==> config.mk <==
export PLATFORM = sky130hd
export DESIGN_NAME = mod_mul_issue
export DESIGN_NICKNAME = d
export VERILOG_FILES = /design/src/rtl/msm_pkg.sv /design/src/rtl/sync_fifo.sv /design/src/rtl/mod_mul_issue.sv
export SDC_FILE = /design/constraint.sdc
export NUM_CORES = 1
export LEC_CHECK = 0
export CORE_MARGIN = 2
export CORE_UTILIZATION = 55
export CTS_BUF_LIST = sky130_fd_sc_hd__clkbuf_4
export CTS_CLUSTER_SIZE = 10
export DETAILED_ROUTE_END_ITERATION = 10
export PLACE_DENSITY = 0.86
export SLEW_MARGIN = 10
export SYNTH_ARGS = -nofsm -noshare
export SYNTH_HDL_FRONTEND = slang
export SYNTH_SLANG_ARGS = --single-unit
export TNS_END_PERCENT = 10
==> constraint.sdc <==
create_clock -name clk -period 2.9 [get_ports clk]
set_input_delay 0.725 -clock clk [delete_from_list [all_inputs] [get_ports clk]]
set_output_delay 0.725 -clock clk [all_outputs]
set_load 0.05 [all_outputs]
==> src/rtl/msm_pkg.sv <==
// msm_pkg: shared field width and issue-sequencer state encoding.
package msm_pkg;
    localparam int P_WIDTH = 16;
    typedef enum logic [1:0] {IDLE, CLEAR, WAIT, HOLD} state_e;
endpackage

==> src/rtl/sync_fifo.sv <==
// sync_fifo: single-clock FIFO with show-ahead head, power-of-two depth.
module sync_fifo #(
    parameter int WIDTH = 8,
    parameter int DEPTH = 4
) (
    input  logic                     clk,
    input  logic                     reset_n,
    input  logic                     push,
    input  logic                     pop,
    input  logic [WIDTH-1:0]         din,
    output logic [WIDTH-1:0]         dout,
    output logic                     full,
    output logic                     empty,
    output logic [$clog2(DEPTH):0]   count
);
    localparam int AW = $clog2(DEPTH);
    logic [WIDTH-1:0] mem_q [DEPTH];
    logic [AW-1:0]    wr_ptr_q, rd_ptr_q;
    logic [AW:0]      count_q;
    logic             do_push, do_pop;
    assign full    = count_q == (AW+1)'(DEPTH);
    assign empty   = count_q == '0;
    assign count   = count_q;
    assign dout    = mem_q[rd_ptr_q];
    assign do_push = push && !full;
    assign do_pop  = pop && !empty;
    always_ff @(posedge clk)
        if (do_push) mem_q[wr_ptr_q] <= din;
    always_ff @(posedge clk or negedge reset_n) begin
        if (!reset_n) begin
            wr_ptr_q <= '0;
            rd_ptr_q <= '0;
            count_q  <= '0;
        end else begin
            if (do_push) wr_ptr_q <= wr_ptr_q + AW'(1);
            if (do_pop) rd_ptr_q <= rd_ptr_q + AW'(1);
            count_q <= count_q + (AW+1)'(do_push) - (AW+1)'(do_pop);
        end
    end
endmodule

==> src/rtl/mod_mul_issue.sv <==
// mod_mul_issue: buffers tagged operand pairs and sequences an external ModMul
// through clear / compute / hold, with a per-operation watchdog.
module mod_mul_issue #(
    parameter int P_WIDTH = msm_pkg::P_WIDTH,
    parameter int TAG_W   = 8,
    parameter int DEPTH   = 4,
    parameter int TIMEOUT = 1024
) (
    input  logic               clk,
    input  logic               reset_n,
    input  logic               in_valid,
    output logic               in_ready,
    input  logic [P_WIDTH-1:0] in_a,
    input  logic [P_WIDTH-1:0] in_b,
    input  logic [TAG_W-1:0]   in_tag,
    output logic [P_WIDTH-1:0] mm_a,
    output logic [P_WIDTH-1:0] mm_b,
    output logic               mm_enable,
    output logic               mm_reset,
    input  logic [P_WIDTH-1:0] mm_r,
    input  logic               mm_done,
    output logic               out_valid,
    input  logic               out_ready,
    output logic [P_WIDTH-1:0] out_r,
    output logic [TAG_W-1:0]   out_tag,
    output logic               err_timeout
);
    import msm_pkg::*;
    localparam int EW = 2*P_WIDTH + TAG_W;
    localparam int CW = $clog2(TIMEOUT);
    state_e               state_q;
    logic [P_WIDTH-1:0]   a_q, b_q, r_q;
    logic [TAG_W-1:0]     tag_q, otag_q;
    logic                 en_q, mmrst_q, ov_q, err_q, rdy_q;
    logic [CW-1:0]        cnt_q;
    logic [EW-1:0]        fifo_head;
    logic                 fifo_full, fifo_empty, pop, timeout_hit, advance;
    logic [$clog2(DEPTH):0] fifo_count;
    sync_fifo #(.WIDTH(EW), .DEPTH(DEPTH)) u_fifo (
        .clk     (clk),
        .reset_n (reset_n),
        .push    (in_valid && in_ready),
        .pop     (pop),
        .din     ({in_a, in_b, in_tag}),
        .dout    (fifo_head),
        .full    (fifo_full),
        .empty   (fifo_empty),
        .count   (fifo_count)
    );
    // in_ready depends only on registered state, so a pop this cycle never frees a slot early
    assign in_ready    = rdy_q && !fifo_full;
    assign timeout_hit = state_q == WAIT && !mm_done && cnt_q == CW'(TIMEOUT-1);
    assign advance     = (state_q == HOLD && out_ready) || timeout_hit;
    assign pop         = (state_q == IDLE && !fifo_empty) || (advance && fifo_count != '0);
    assign mm_a        = a_q;
    assign mm_b        = b_q;
    assign mm_enable   = en_q;
    assign mm_reset    = !reset_n || mmrst_q;
    assign out_valid   = ov_q;
    assign out_r       = r_q;
    assign out_tag     = otag_q;
    assign err_timeout = err_q;
    always_ff @(posedge clk or negedge reset_n) begin
        if (!reset_n) begin
            state_q <= IDLE;
            a_q     <= '0;
            b_q     <= '0;
            r_q     <= '0;
            tag_q   <= '0;
            otag_q  <= '0;
            en_q    <= 1'b0;
            mmrst_q <= 1'b0;
            ov_q    <= 1'b0;
            err_q   <= 1'b0;
            rdy_q   <= 1'b0;
            cnt_q   <= '0;
        end else begin
            rdy_q <= 1'b1;
            if (pop) {a_q, b_q, tag_q} <= fifo_head;
            case (state_q)
                IDLE: begin
                    state_q <= pop ? CLEAR : IDLE;
                    mmrst_q <= pop;
                end
                CLEAR: begin
                    state_q <= WAIT;
                    mmrst_q <= 1'b0;
                    en_q    <= 1'b1;
                    cnt_q   <= '0;
                end
                WAIT:
                    if (mm_done) begin
                        r_q     <= mm_r;
                        otag_q  <= tag_q;
                        en_q    <= 1'b0;
                        ov_q    <= 1'b1;
                        state_q <= HOLD;
                    end else if (timeout_hit) begin
                        err_q   <= 1'b1;
                        en_q    <= 1'b0;
                        state_q <= pop ? CLEAR : IDLE;
                        mmrst_q <= pop;
                    end else begin
                        cnt_q <= cnt_q + CW'(1);
                    end
                HOLD:
                    if (out_ready) begin
                        ov_q    <= 1'b0;
                        state_q <= pop ? CLEAR : IDLE;
                        mmrst_q <= pop;
                    end
            endcase
        end
    end
endmodule

==> results.md, run 1 <==
- Result of the run: finished clean
- Cts bufs inserted: 61
- Final max-slew violation count: 0
- Post-detailed-route via-to-cell ratio: 5.424
- Total count of hold-check failures in the final report: 0
- Clock tree root driver cell: clkbuf_4
- Post-synthesis to final-layout area growth: 24.06%
- Top FF cell, synth: edfxtp_1
- Buffer and inverter count on the worst path: 1
- Clock edge transition at the registers on the reported setup and hold paths: 0.07 ns
- Worst min-delay path class: input pin to async pin
- Fmax achieved: 380.0 MHz
- Global routing usage summed across all routing layers: 0.2041
- Minimum period implied by the final worst setup slack: 2.632 ns
- Standard cell area after detailed placement: 0.01134 mm²
- Required time at the worst-slack endpoint: 2.17 ns
- Maximum buffer depth of the clock tree: 3
- Count of flip-flops with a built-in enable after synthesis: 160
- HPWL Detailed: 11.53 mm
- First-pass GRT wire length: 29.06 mm
- Total length of routed met2 wires: 9.239 mm
- Height of the die: 137.4 µm
- Post-cts resize count: 0
- Highest metal layer with signal wires: met4
- Count of maximum capacitance violations: 0
- Num rows: 48
- RSZ-0062 raised after global routing: false
- DRC violation count after routing: 0
- Proportion of netlist area held by the largest area contributor: 0.4907
- Number of synthesis warnings: 0
- Core footprint: 0.01736 mm²
- Count of boundary I/O pins: 122
- Count of mapped cells out of synthesis: 491
- Critical path fanouts, max: 2
- Cell types with the largest area share after synthesis: edfxtp_1 (49%), dfrtp_1 (22%), mux4_2 (9.2%)
- Source-to-sink clock delay at the later pin of the worst-skew pair: 0.67 ns
- Average wire per standard cell: 18.99 µm
- Worst-Margin Slew: 0.8665 ns
- Family with the most delay on the worst path: buffers and inverters
- Signal arrival time at the worst endpoint: 1.91 ns
- Count of clock tree sinks: 248
- Power density over the cells: 1114 mW/mm²
- Part of the cycle the worst path needs: 0.9076
- IR drop worst, VDD: 0.0006981 V
- Final non-filler cell area: 0.01215 mm²
- Worst setup SP type: register
- Number of I/O port buffers: 121
- Cells along the critical path: clkdlybuf4s50_1
- Post-synthesis async set-or-reset flop share: 0.3548
- CTS H-tree lvls: 2
- Detailed-routed wire length on met3: 1.388 mm
- Seq/Total Area, Yosys: 0.7157
- Total standard cell area after synthesis: 0.009791 mm²
- Highest-delay cell along the critical path: clkdlybuf4s50_1
- Mean Syn Cell Area: 19.94 µm²
- Largest stage delay on the critical path: 0.84 ns
- Vias in the first global route: 5,754
- Final setup violation count: 0
- Clock tree from TritonCTS: yes
- Worst Skew: 0.03701 ns
- Synth Net Count: 564
- Worst setup path class: register to output port
- Fraction of final layout cells with drive strength greater than 1: 0.3297
- Starting utilization of the core area: 0.5641
- Leak: 0.004593 µW
- Number of iterations in the first detailed-routing pass: 4
- Routed Wire Length: 18.10 mm
- Inserted Diodes: 0
- Overall via count from detail_route: 5,169
- Yosys top cell by area: edfxtp_1
- Metal-1 WL: 7.228 mm
- Largest net degree at the start of global routing: 89
- Routability Congestion: 0.8274
- Area enclosed by the die boundary: 0.01888 mm²
- Flip-flop and latch count after synthesis: 248
- Crit path setup slack, layout: 0.2681 ns
- Worst Hold Slack: 0.2402 ns
- Number of nets at the end of the flow: 748
- Total congestion overflow: 0
- Most frequent cells after synthesis: edfxtp_1 (160), dfrtp_1 (88), mux4_2 (40)
- Number of hold buffers added after CTS: 0
- Capturing element type of the critical path: output port
- Violation count after the first detailed-routing iteration: 228
- Post-synth cell types: 50
- Post-CTS setup-driven buffer insertion count: 0
- Relative slew slack: 0.4223
- Remaining antenna violation count: 0
- Chip Width: 137.4 µm
- Post-place setup slack: -0.1590 ns
- Most frequent cell after synthesis: edfxtp_1
- Number of antenna violations at the first check in global routing: 0
[cell type report]
class,instances,area (µm²)
inverters,13,51.30
well taps,225,281.5
clock buffers,89,668.1
flip-flops and latches,248,7012
fillers,1099,5210
clock inverters,27,138.9
multi-input cells,209,2580
repair buffers,142,1415
[cell usage in the layout, fill, tap and decap left out, types with 2 or more instances in the layout]
master	count
dfrtp_1	86
mux2_2	27
or4_1	4
a41o_1	2
edfxtp_1	160
clkbuf_4	89
or3_1	2
nand2_1	12
buf_12	4
nand4_1	2
a31oi_1	2
nand3_1	2
xnor2_1	6
a21oi_1	8
nand2b_1	6
nor4_1	4
nor2_1	6
inv_1	12
mux4_2	40
buf_4	19
ha_1	11
o31ai_1	6
o21ai_0	2
and3_2	4
mux2_4	39
clkinv_1	23
mux2i_1	2
clkdlybuf4s50_1	118
[per-layer routing]
metal,up-vias,track usage
met5,-,0
met4,0,0.06930
met3,23,0.05740
met2,178,0.3444
met1,2636,0.2564
li1,2332,-
[flip-flops by register name (all words and copies together), names as in the netlist]
register,cells
state_q,2
err_timeout,1
out_valid,1
u_fifo.mem_q,160
out_tag,8
mm_enable,1
mmrst_q,1
u_fifo.rd_ptr_q,2
tag_q,8
u_fifo.wr_ptr_q,2
out_r,16
mm_a,16
rdy_q,1
cnt_q,10
mm_b,16
u_fifo.count,3
[worst register-to-register path: stages (launching register included)]
cell     delay [ns]
dfrtp_1        0.39
ha_1           0.23
nand3_4        0.15
nor4_2         0.40
o21ai_2        0.12
inv_4          0.06
ha_1           0.21
inv_1          0.06
ha_1           0.13
inv_1          0.05
fa_1           0.37
xnor2_1        0.18
xnor2_1        0.14
[logic make-up after synthesis]
logic type,Yosys count,share of synthesized area
flops,248,0.7157
mux,109,0.1861
simple gates,52,0.03182
buf+inv,34,0.02134
compound gates,29,0.02326
fa+ha+maj,12,0.01610
xor+xnor,6,0.005367
other cells,1,0.0003830
[path summary, 6_finish.rpt]
path,from,end,slack [ns],cells past startpoint
max in group asynchronous,reset_n,u_fifo.rd_ptr_q[0],2.02,2
max,mm_a[3],mm_a[3],0.27,1
min in group clk,err_timeout,err_timeout,0.49,1
max reg2reg,cnt_q[0],u_fifo.count[2],0.31,12
min reg2reg,err_timeout,err_timeout,0.49,1
min,reset_n,cnt_q[3],0.24,2
[metrics by stage]
stage / util / instances / TNS [ns] / total power, µW
2_1_floorplan: - / 491 / -2.619 / 9241
3_3_place_gp: 0.6531 / 837 / -0.07560 / 10590
3_5_place_dp: 0.6531 / 837 / -0.1773 / 10800
4_1_cts: 0.6996 / 953 / 0 / 13710
5_1_grt: 0.6998 / 953 / 0 / 14240
6_report: 0.6998 / 953 / 0 / 13530
[report_power, final]
group / switching, µW / internal, µW
clock: 1340 / 1510
sequential: 654 / 4610
combinational: 2850 / 2560
Power figures use the tool's default switching activity.
==> run 2, diff against run 1 <==
- CORE_MARGIN: 2 -> 4
==> results.md, run 2 (synthesis results as in run 1) <==
- Num rows: 48 (unchanged)
- Final max-slew violation count: 0 (unchanged)
- DRC violation count after routing: 0 (unchanged)
- Count of clock tree sinks: 248 (unchanged)
- Critical path fanouts, max: 2 (unchanged)
- Highest-delay cell along the critical path: clkdlybuf4s50_1
- Post-Route Utilization: 0.7011 (+0.001225)
- Post-detailed-route via-to-cell ratio: 5.449 (+0.46%)
- Post-CTS setup-driven buffer insertion count: 0 (unchanged)
- Remaining antenna violation count: 0 (unchanged)
- Part of the cycle the worst path needs: 0.9038 (-0.003745)
- Capture instance of the worst register-to-register path: u_fifo.count[2]
- Core footprint: 0.01736 mm² (unchanged)
- Area enclosed by the die boundary: 0.02000 mm² (+5.9%)
- Worst reg2reg startpoint: cnt_q[0]
- Routed Wire Length: 18.65 mm (+3.0%)
- Highest-count cells in the layout ignoring fill and taps: edfxtp_1 (160), clkdlybuf4s50_1 (118), clkbuf_4 (100)
- CTS H-tree lvls: 2 (unchanged)
- RSZ-0062 raised after global routing: false
- Detailed-routed wire length on met3: 1.324 mm (-4.6%)
- Cts bufs inserted: 60 (-1.6%)
- Largest net degree at the start of global routing: 51 (-43%)
- Fmax achieved: 381.5 MHz (+0.41%)
- Fraction of final layout cells with drive strength greater than 1: 0.3444 (+0.01473)
- Capturing element type of the critical path: output port
- Worst setup path class: register to output port
- Average wire per standard cell: 19.65 µm (+3.5%)
- Flip-flop count of the largest register after layout: 160 (unchanged)
- Maximum buffer depth of the clock tree: 3 (unchanged)
- Highest metal layer with signal wires: met4
- Leading cell type in the layout, fill and taps excluded: edfxtp_1
- Worst Hold Slack: 0.1344 ns (-0.1058 ns)
- Number of filler cells placed in the layout: 1,081 (-1.6%)
- Number of antenna violations at the first check in global routing: 0 (unchanged)
- IR drop worst, VDD: 0.0007587 V (+8.7%)
- Source-to-sink clock delay at the later pin of the worst-skew pair: 0.67 ns (about the same)
- Post-synthesis to final-layout area growth: 24.28%
- Number of nets at the end of the flow: 747 (-0.13%)
- Worst-Margin Slew: 0.8447 ns (-0.02181 ns)
- Family with the most delay on the worst path: buffers and inverters
- Clock edge transition at the registers on the reported setup and hold paths: 0.07 ns (about the same)
- Register-to-register setup slack: 0.34 ns (+0.03 ns)
- Cells along the critical path: clkdlybuf4s50_1
- Total congestion overflow: 0 (unchanged)
- Starting utilization of the core area: 0.5641 (unchanged)
- Worst min-delay path class: input pin to async pin
- Height of the die: 141.4 µm (+2.9%)
- Signal arrival time at the worst endpoint: 1.90 ns (about the same)
- Number of iterations in the first detailed-routing pass: 4 (unchanged)
- Final setup violation count: 0 (unchanged)
- Leak: 0.004614 µW (+0.46%)
- Metal-1 WL: 7.635 mm (+5.6%)
- Largest stage delay on the critical path: 0.84 ns (about the same)
- Number of I/O port buffers: 121 (unchanged)
- Overall via count from detail_route: 5,171 (+0.039%)
- Total count of hold-check failures in the final report: 0 (unchanged)
- Worst setup path start: mm_b[6]
- Vias in the first global route: 5,708 (-0.80%)
- Count of maximum capacitance violations: 0 (unchanged)
- Result of the run: finished clean
- Required time at the worst-slack endpoint: 2.17 ns (about the same)
- Count of boundary I/O pins: 122 (unchanged)
- Total length of routed met2 wires: 9.423 mm (+2.0%)
- Violation count after the first detailed-routing iteration: 310 (+36%)
- Relative slew slack: 0.4368 (+0.01454)
- Power density over the cells: 1119 mW/mm² (+0.43%)
- HPWL Detailed: 12.06 mm (+4.6%)
- Clock tree root driver cell: clkbuf_4
- Global routing usage summed across all routing layers: 0.1919 (-0.01223)
- Register bank with the most flops: u_fifo.mem_q
- Worst Skew: 0.03504 ns (-0.001978 ns)
- First-pass GRT wire length: 30.06 mm (+3.4%)
- Length in cells of the worst reg-to-reg path: 12 (unchanged)
- Routability Congestion: 0.8482 (+2.5%)
- Clock tree from TritonCTS: yes
- Minimum period implied by the final worst setup slack: 2.621 ns (-0.01086 ns)
- Worst setup SP type: register
- Buffer and inverter count on the worst path: 1 (unchanged)
- Chip Width: 141.4 µm (+2.9%)
## run 2: cell types whose count changed in the layout (fill, tap and decap cells not counted), sizes merged
cell,change
clkinv,-15
clkbuf,+12
buf,-1
diode,+1
inv,-1
## run 2: timing repair
| item | CTS | global route |
|---|---|---|
| hold buffers | 0 | 0 |
| resized for setup | 2 | 1 |
| endpoints found under the setup margin | 1 | 1 |
## run 2: layer usage
layer  global-route usage  up-vias
li1                     -     2346
met1               0.2434     2621
met2               0.3246      175
met3              0.05932       29
met4              0.05303        0
met5                    0        -
## run 2: final cells by class
| cell class | instances | area (µm²) | share of cell area |
|---|---|---|---|
| Clock inverter | 11 | 68.82 | 0.005656 |
| Timing Repair Buffer | 142 | 1421 | 0.1168 |
| Inverter | 13 | 51.30 | 0.004216 |
| Sequential cell | 248 | 7012 | 0.5762 |
| Clock buffer | 100 | 750.7 | 0.06170 |
| Tap cell | 225 | 281.5 | 0.02314 |
| Multi-Input combinational cell | 209 | 2580 | 0.2120 |
| Antenna cell | 1 | 2.502 | 0.0002057 |
## run 2: worst max path at each step
stage,end,slack (ns),cells after the start
finish,mm_b[6],0.28,1
global route,in_ready,0.13,3
CTS,in_ready,0.009,3
detailed placement,u_fifo.count[2],-0.13,12
global placement,u_fifo.count[2],-0.08,12
floorplan,u_fifo.mem_q[1][0],-0.02,3
## run 2: power breakdown
group          internal (µW)  total (µW)  leakage, µW  switching [µW]
registers               4610        5260      0.00251             649
logic                   2550        5430      0.00161            2870
clock network           1630        2930     0.000492            1290
total                   8800       13600      0.00461            4820
## run 2: through the flow
step / TNS (ns) / cell area, µm² / cells / power (µW) / worst slack, ns
after global placement: -0.07774 / 11350 / 837 / 10610 / -0.07774
after global routing: 0 / 12170 / 948 / 14310 / 0.1334
after detailed placement: -0.1343 / 11350 / 837 / 10800 / -0.1343
after floorplan: -2.619 / 9792 / 491 / 9241 / -0.02183
after CTS: 0 / 12170 / 948 / 13780 / 0.008872
final: 0 / 12170 / 949 / 13610 / 0.2790
